<file path="config.mk">
export PLATFORM = sky130hd
export DESIGN_NAME = ets_delay_sequencer
export DESIGN_NICKNAME = d
export VERILOG_FILES = /design/src/rtl/ets_delay_sequencer.sv
export SDC_FILE = /design/constraint.sdc
export NUM_CORES = 1
export LEC_CHECK = 0
export CAP_MARGIN = 15
export CORE_MARGIN = 3
export CORE_UTILIZATION = 55
export CTS_BUF_LIST = sky130_fd_sc_hd__clkbuf_4
export DETAILED_ROUTE_END_ITERATION = 8
export GPL_TIMING_DRIVEN = 0
export PLACE_DENSITY_LB_ADDON = 0.1
export RECOVER_POWER = 100
export SYNTH_ARGS = -nofsm -noshare
export SYNTH_HDL_FRONTEND = slang
export SYNTH_SLANG_ARGS = --single-unit
</file>
<file path="constraint.sdc">
create_clock -name clk -period 2.27 [get_ports clk]
set_input_delay 0.454 -clock clk [delete_from_list [all_inputs] [get_ports clk]]
set_output_delay 0.454 -clock clk [all_outputs]
set_load 0.01 [all_outputs]
</file>
<file path="src/rtl/ets_delay_sequencer.sv">
// ETS phase-offset sweep sequencer: steps the clkgen delay code,
// waits for settling, arms the sampler and waits for each capture.
module ets_delay_sequencer #(
    parameter int DELAY_WIDTH   = 8,
    parameter int SETTLE_CYCLES = 16
) (
    input  logic                   clk,
    input  logic                   reset,
    input  logic                   start,
    input  logic                   abort,
    input  logic [DELAY_WIDTH-1:0] delay_step,
    input  logic [DELAY_WIDTH-1:0] delay_count,
    input  logic                   capture_done,
    output logic [DELAY_WIDTH-1:0] delay,
    output logic [DELAY_WIDTH-1:0] phase_index,
    output logic                   arm,
    output logic                   busy,
    output logic                   sweep_done
);

    localparam int CW = (SETTLE_CYCLES > 1) ? $clog2(SETTLE_CYCLES) : 1;
    localparam logic [CW-1:0] RELOAD = CW'(SETTLE_CYCLES - 1);

    typedef enum logic [2:0] {
        S_IDLE,
        S_SETTLE,
        S_ARM,
        S_WAIT_CAPTURE,
        S_ADVANCE
    } state_t;

    state_t                 state_q, state_d;
    logic [CW-1:0]          cnt_q, cnt_d;
    logic [DELAY_WIDTH-1:0] delay_q, delay_d;
    logic [DELAY_WIDTH-1:0] idx_q, idx_d;
    logic [DELAY_WIDTH-1:0] step_q, step_d;
    logic [DELAY_WIDTH-1:0] count_q, count_d;
    logic                   done_q, done_d;
    logic                   last_bin;

    assign last_bin = (idx_q == count_q - DELAY_WIDTH'(1));

    // State and datapath registers with synchronous reset
    always_ff @(posedge clk) begin
        if (reset) begin
            state_q <= S_IDLE;
            cnt_q   <= '0;
            delay_q <= '0;
            idx_q   <= '0;
            step_q  <= '0;
            count_q <= '0;
            done_q  <= 1'b0;
        end else begin
            state_q <= state_d;
            cnt_q   <= cnt_d;
            delay_q <= delay_d;
            idx_q   <= idx_d;
            step_q  <= step_d;
            count_q <= count_d;
            done_q  <= done_d;
        end
    end

    // Next-state and datapath update; abort outranks every other input
    always_comb begin
        state_d = state_q;
        cnt_d   = cnt_q;
        delay_d = delay_q;
        idx_d   = idx_q;
        step_d  = step_q;
        count_d = count_q;
        done_d  = 1'b0;
        if (abort && state_q != S_IDLE) begin
            state_d = S_IDLE;
            cnt_d   = '0;
            delay_d = '0;
            idx_d   = '0;
        end else begin
            unique case (state_q)
                S_IDLE: begin
                    if (start && !abort) begin
                        step_d  = delay_step;
                        count_d = delay_count;
                        delay_d = '0;
                        idx_d   = '0;
                        if (delay_count != '0) begin
                            state_d = S_SETTLE;
                            cnt_d   = RELOAD;
                        end else begin
                            done_d = 1'b1;
                        end
                    end
                end
                S_SETTLE: begin
                    if (cnt_q == '0) begin
                        state_d = S_ARM;
                    end else begin
                        cnt_d = cnt_q - CW'(1);
                    end
                end
                S_ARM: begin
                    state_d = S_WAIT_CAPTURE;
                end
                S_WAIT_CAPTURE: begin
                    if (capture_done) begin
                        state_d = S_ADVANCE;
                    end
                end
                S_ADVANCE: begin
                    if (last_bin) begin
                        state_d = S_IDLE;
                        delay_d = '0;
                        idx_d   = '0;
                        done_d  = 1'b1;
                    end else begin
                        state_d = S_SETTLE;
                        cnt_d   = RELOAD;
                        delay_d = delay_q + step_q;
                        idx_d   = idx_q + DELAY_WIDTH'(1);
                    end
                end
                default: begin
                    state_d = S_IDLE;
                end
            endcase
        end
    end

    // Outputs decoded from state and registers
    always_comb begin
        arm         = (state_q == S_ARM);
        busy        = (state_q != S_IDLE);
        sweep_done  = done_q;
        delay       = delay_q;
        phase_index = idx_q;
    end

endmodule
</file>
==> results.yml, run 1 <==
pwr:
  p_leak_nw: 1.15
  p_per_area_nw_per_um2: 567
  worst_ir_drop_vdd_uv: 410
  total_power_w: 0.00165
place:
  dp_hpwl_mm: 4.15
  port_buffers: 38
  placed_cell_area_sq_um: 2780
  gp_congestion: 0.838
  pre_cts_ws_ns: -0.223
routing:
  ant_nets: 0
  drt_first_pass_iters: 4
  drtIter0Drc: 161
  num_vias: 2198
  wire_per_inst_microns: 14.7
  viasPerCell: 5.80
  wl_mm: 5.58
  drc: 0
yosys:
  yosys_warnings: 0
  yosysSeqAreaShare_pct: 34.3
  synth_flop_cell: "dfxtp_1"
  synthCells: 280
  ys_ff_latch: 40
  synth_edf_count: 0
  syn_area_sq_um: 2340
  async_flop_share_pct: 0
  syn-num-nets: 312
  yosysUniqueCellTypes: 56
  syn_area_per_cell_sq_um: 8.35
run:
  maxCapViolCount: 0
setup_path:
  end_kind: "flip-flop"
  required_ns: 2.54
  start_kind: "flip-flop"
  cp_max_fo: 10
  cp.arrival_ns: 2.45
  critPathKind: "flip-flop to flip-flop"
sta:
  setup_viol: 0
  drv_slew: 0
  setup_ws_ns: 0.0978
  worst_slew_pin_slew_ns: 0.508
  skew_ns: 0.0132
  max_slew_margin_pct: 66.0
  fmax_mhz: 460
  fin_crit_ns: 2.17
  hold_violations: 0
  fin_tns_setup_ns: 0
  rsz0062_at_grt: "yes"
  fin_crit_sh_pct: 95.7
floorplanning:
  die_h_microns: 71.2
  num_rows: 23
  core-area_sq_um: 4060
  die-area_sq_um: 5070
  die_w_microns: 71.2
  initial_core_util_pct: 57.6
  ios: 40
worst_hold_path:
  hold_path.class: "primary input to flip-flop"
cells_and_area:
  antenna_cells: 0
  fin_util_pct: 71.7
  final_cell_mix: "42 x nand2_1, 38 x dfxtp_1, 25 x a21oi_1, 24 x clkdlybuf4s50_1, 23 x nor2_1"
  nets: 360
  drive_above_1_share_pct: 11.6
  layout_commonest_cell: "nand2_1"
  syn_to_final_growth_pct: 24.5
  fin_area_sq_um: 2910
clock_network:
  clk_path_buf_depth: 2
  clk_pin_slew_ns: 0.13
  cts_hold_buf: 0
  clkSinkCount: 40
  cts_made_buffers: 5
  clk_latency_ns: 0.37
  cts_tree: "done"
  root_buffer: "clkbuf_4"
  h-tree-depth: 2
global_route:
  grt.total_usage_pct: 22.0
  antenna_found_initial: 0
  overflow: 0
  grt_pass1_vias: 2033
  grt_max_degree: 13
  grt_pass1_wl_mm: 9.01
status:
  outcome: "completed"
==> path summary, 6_finish.rpt <==
kind | startpoint | to | slack (ns) | depth (start not counted)
setup reg to reg | count_q[0] | phase_index[7] | 0.1 | 10
hold / removal | reset | step_q[1] | 0.46 | 2
hold reg to reg | step_q[0] | step_q[0] | 0.47 | 2
setup / recovery | count_q[0] | phase_index[7] | 0.1 | 10
==> logic make-up after synthesis <==
family                   synth area share (%)
XOR/XNOR                                 6.00
flip-flops                               34.3
adder cells (fa/ha/maj)                  6.21
AND/OR/NAND/NOR                          24.0
AO/OA/AOI/OAI                            23.9
buffers and inverters                    5.62
==> report_power, final <==
part	leakage (nW)	total, W	switching [W]	internal (W)
Combinational	0.792	0.000482	0.000271	0.000211
Clock	0.0324	0.000363	0.000249	0.000114
Sequential	0.326	0.000804	0.0000508	0.000753
Total	1.15	0.00165	0.000572	0.00108
==> area by class of cell <==
| cell class | instances | area (sq um) |
|---|---|---|
| buffer | 14 | 82.6 |
| clock buffer | 5 | 37.5 |
| clock inverter | 3 | 13.8 |
| fill | 327 | 1150 |
| inverter | 12 | 45.0 |
| multi-input combinational | 213 | 1450 |
| sequential | 40 | 806 |
| tap | 50 | 62.6 |
| timing repair buffer | 42 | 409 |
==> stage by stage <==
step / cells / hold slack (ns)
after detailed placement: 368 / 0.455
after global placement: 368 / 0.450
final: 379 / 0.463
after floorplan: 280 / 0.440
after global routing: 379 / 0.482
after CTS: 377 / 0.456
==> sequential cells by signal (all words and copies together) (netlist names) <==
name	flops
cnt_q	4
count_q	8
delay	8
phase_index	8
state_q	3
step_q	8
sweep_done	1
==> worst max-delay path, stage by stage, from the launching register on <==
cell	delay, ns
dfxtp_4	0.36
inv_1	0.08
ha_4	0.14
nor3b_4	0.23
nand3_2	0.12
a2111oi_4	0.40
a41o_1	0.22
buf_6	0.15
buf_12	0.14
nor3b_1	0.06
o22a_1	0.18
==> cell usage after synthesis, types with 3 or more instances <==
master	count	area share [%]
o21ai_0	6	1.3
a21o_1	6	1.9
nor2_1	25	4.0
nor3_1	9	1.9
nand2_1	42	6.7
o21a_1	3	0.96
o211ai_1	3	0.96
nor2b_1	3	0.80
clkbuf_1	7	1.1
buf_2	5	1.1
a2bb2oi_1	4	1.5
a22o_1	3	1.1
ha_1	10	5.4
dfxtp_1	40	34
nand3_1	7	1.5
xor2_1	5	1.9
inv_1	12	1.9
a21oi_1	25	5.4
nor4_1	3	0.80
o2bb2a_1	3	1.3
xnor2_1	11	4.1
nor3b_1	3	0.96
==> layer usage <==
layer | vias to the layer above | share of wire (%) | wire (microns) | track usage (%)
met4 | 0 | 1.5 | 84 | 7.72
li1 | 1099 | - | - | -
met5 | - | 0 | 0 | 0
met3 | 9 | 5.5 | 306 | 4.55
met2 | 76 | 47 | 2650 | 36.2
met1 | 1014 | 46 | 2550 | 28.5
==> what timing repair did <==
item | CTS | global route
resized for setup | 4 | 10
buffers inserted | 2 | 2
endpoints found under the setup margin | 13 | 16
cloned | 0 | 0
pin swaps | 2 | 6
Power figures use the tool's default switching activity.
==> run 2: changes to the inputs <==
--- a/config.mk
+++ b/config.mk
@@ -7,7 +7,7 @@
 export LEC_CHECK = 0
 export CAP_MARGIN = 15
 export CORE_MARGIN = 3
-export CORE_UTILIZATION = 55
+export CORE_UTILIZATION = 50
 export CTS_BUF_LIST = sky130_fd_sc_hd__clkbuf_4
 export DETAILED_ROUTE_END_ITERATION = 8
 export GPL_TIMING_DRIVEN = 0
==> constraint.sdc (replaced) <==
create_clock -name clk -period 1.95 [get_ports clk]
set_input_delay 0.39 -clock clk [delete_from_list [all_inputs] [get_ports clk]]
set_output_delay 0.39 -clock clk [all_outputs]
set_load 0.01 [all_outputs]
==> run 2 against run 1 <==
Compared with the run above: the flow now finishes with violations (negative setup slack); non-clock buffer count is 7 higher; clock power is 48% higher; first-iteration DRC count is 24% lower; combinational power is 26% higher; critical path depth stayed put; worst setup slack worse by 0.26 ns; sequential share of layout area is 1.5 points lower; critical path type unchanged; largest cell class unchanged; largest power group unchanged; highest routed layer unchanged.
==> results.yml, run 2 (synthesis results as in run 1) <==
clock_network:
  root_buffer: "clkbuf_4"
  clk_latency_ns: 0.35
  cts_hold_buf: 0
  clk_pin_slew_ns: 0.12
  cts_tree: "done"
  h-tree-depth: 2
  clkSinkCount: 40
  cts_made_buffers: 5
  clk_path_buf_depth: 2
routing:
  wire_per_inst_microns: 14.4
  met2_length_mm: 2.74
  drtIter0Drc: 122
  wl_met3_microns: 266
  num_vias: 2184
  ant_nets: 0
  drt-met1-wl_mm: 2.53
  drt_first_pass_iters: 4
  wl_mm: 5.60
  viasPerCell: 5.63
  top_layer_used: "met4"
  drc: 0
floorplanning:
  core-area_sq_um: 4440
  ios: 40
  die_w_microns: 74.4
  die_h_microns: 74.4
  initial_core_util_pct: 52.6
  die-area_sq_um: 5530
  num_rows: 24
cells_and_area:
  layout_commonest_cell: "nand2_1"
  final_cell_mix: "42 x nand2_1, 35 x dfxtp_1, 24 x a21oi_1, 24 x clkdlybuf4s50_1, 23 x nor2_1"
  fin_util_pct: 69.7
  final-instance-count-excl-fill: 388
  syn_to_final_growth_pct: 32.5
  nets: 367
  antenna_cells: 0
  drive_above_1_share_pct: 18.2
pwr:
  worst_ir_drop_vdd_uv: 529
  p_int_w: 0.00142
  clkPwrFrac_pct: 25.9
  p_leak_nw: 1.23
  comb_power_share_pct: 29.1
  swShare_pct: 31.8
  p_per_area_nw_per_um2: 673
  switchingPower_w: 0.000662
  power_frac_seq_pct: 45.1
sta:
  fin_tns_setup_ns: -2.50
  fin_crit_sh_pct: 108
  setup_viol: 22
  setup_ws_ns: -0.157
  skew_ns: 0.0149
  max_slew_margin_pct: 66.1
  hold_violations: 0
  fin_crit_ns: 2.11
  worst_slew_pin_slew_ns: 0.508
  rsz0062_at_grt: "yes"
  drv_slew: 0
  fmax_mhz: 475
place:
  port_buffers: 38
  dp_cells: 370
  dp_hpwl_mm: 4.09
  gp_congestion: 0.828
setup_path:
  required_ns: 2.19
  cp.arrival_ns: 2.35
  cp_max_fo: 6
  end_kind: "flip-flop"
  critPathKind: "flip-flop to flip-flop"
  start_kind: "flip-flop"
  worst-r2r-setup-slack_ns: -0.16
  r2r.worst_path.cells: 10
global_route:
  overflow: 0
  antenna_found_initial: 0
  grt.total_usage_pct: 20.7
  grt_pass1_wl_mm: 8.91
  grt_max_degree: 13
  grt_pass1_vias: 1998
run:
  maxCapViolCount: 0
worst_hold_path:
  hold_path.class: "primary input to flip-flop"
  whs_path_depth: 2
status:
  outcome: "finished, violations left"
  failed_checks: "negative setup slack"
## run 2: changes by cell type in the layout (fill, tap and decap cells not counted), sizes merged
cell	before	now
dlygate4sd2	1	2
clkbuf	11	13
dlygate4sd3	13	12
buf	12	17
bufinv	0	1
clkinv	3	2
## run 2: power by group through the flow
stage | clock [W] | combinational, W | sequential (W)
2_1_floorplan | 0 | 0.000383 | 0.000939
3_3_place_gp | 0 | 0.000527 | 0.000947
3_5_place_dp | 0 | 0.000542 | 0.000948
4_1_cts | 0.000551 | 0.000551 | 0.000942
5_1_grt | 0.000584 | 0.000675 | 0.000947
6_report | 0.000539 | 0.000606 | 0.000939
## run 2: worst paths after layout
check / from / endpoint
setup reg to reg: count_q[0] / delay[3]
hold reg to reg: step_q[2] / step_q[2]
setup / recovery: count_q[0] / delay[3]
hold / removal: reset / step_q[0]
## run 2: worst max-delay path, cell delays in order, from the launching register on
cell,delay (ns)
dfxtp_4,0.36
inv_2,0.04
ha_4,0.15
nor3b_4,0.15
a21o_1,0.19
a2111oi_4,0.38
a41o_1,0.26
buf_6,0.15
clkbuf_16,0.15
a2bb2oi_2,0.13
nor2_1,0.05
## run 2: layer usage
metal  global-route usage [%]  up-vias
li1                         -     1114
met1                     26.2     1005
met2                     35.3       59
met3                     4.59        6
met4                     5.53        0
met5                        0        -
## run 2: layout make-up
class / instances / area, sq um
Multi-Input combinational cell: 213 / 1510
Fill cell: 389 / 1350
Sequential cell: 40 / 812
Timing Repair Buffer: 51 / 509
Buffer: 12 / 81.3
Tap cell: 52 / 65.1
Inverter: 12 / 45.0
Clock buffer: 5 / 37.5
Clock inverter: 3 / 37.5
## run 2: through the flow
stage	hold WS [ns]	instance area [sq um]	total power [W]	worst slack, ns
floorplan	0.440	2350	0.00132	-0.102
global placement	0.450	2800	0.00147	-0.381
detailed placement	0.457	2800	0.00149	-0.402
CTS	0.401	2980	0.00204	-0.131
global route	0.415	3100	0.00221	-0.250
finish	0.419	3100	0.00208	-0.157
## run 2: timing repair
action,in CTS,in global routing
setup buffers,7,5
gates cloned,0,1
pin swaps,5,11
gates resized for setup,20,22
endpoints found under the setup margin,35,34
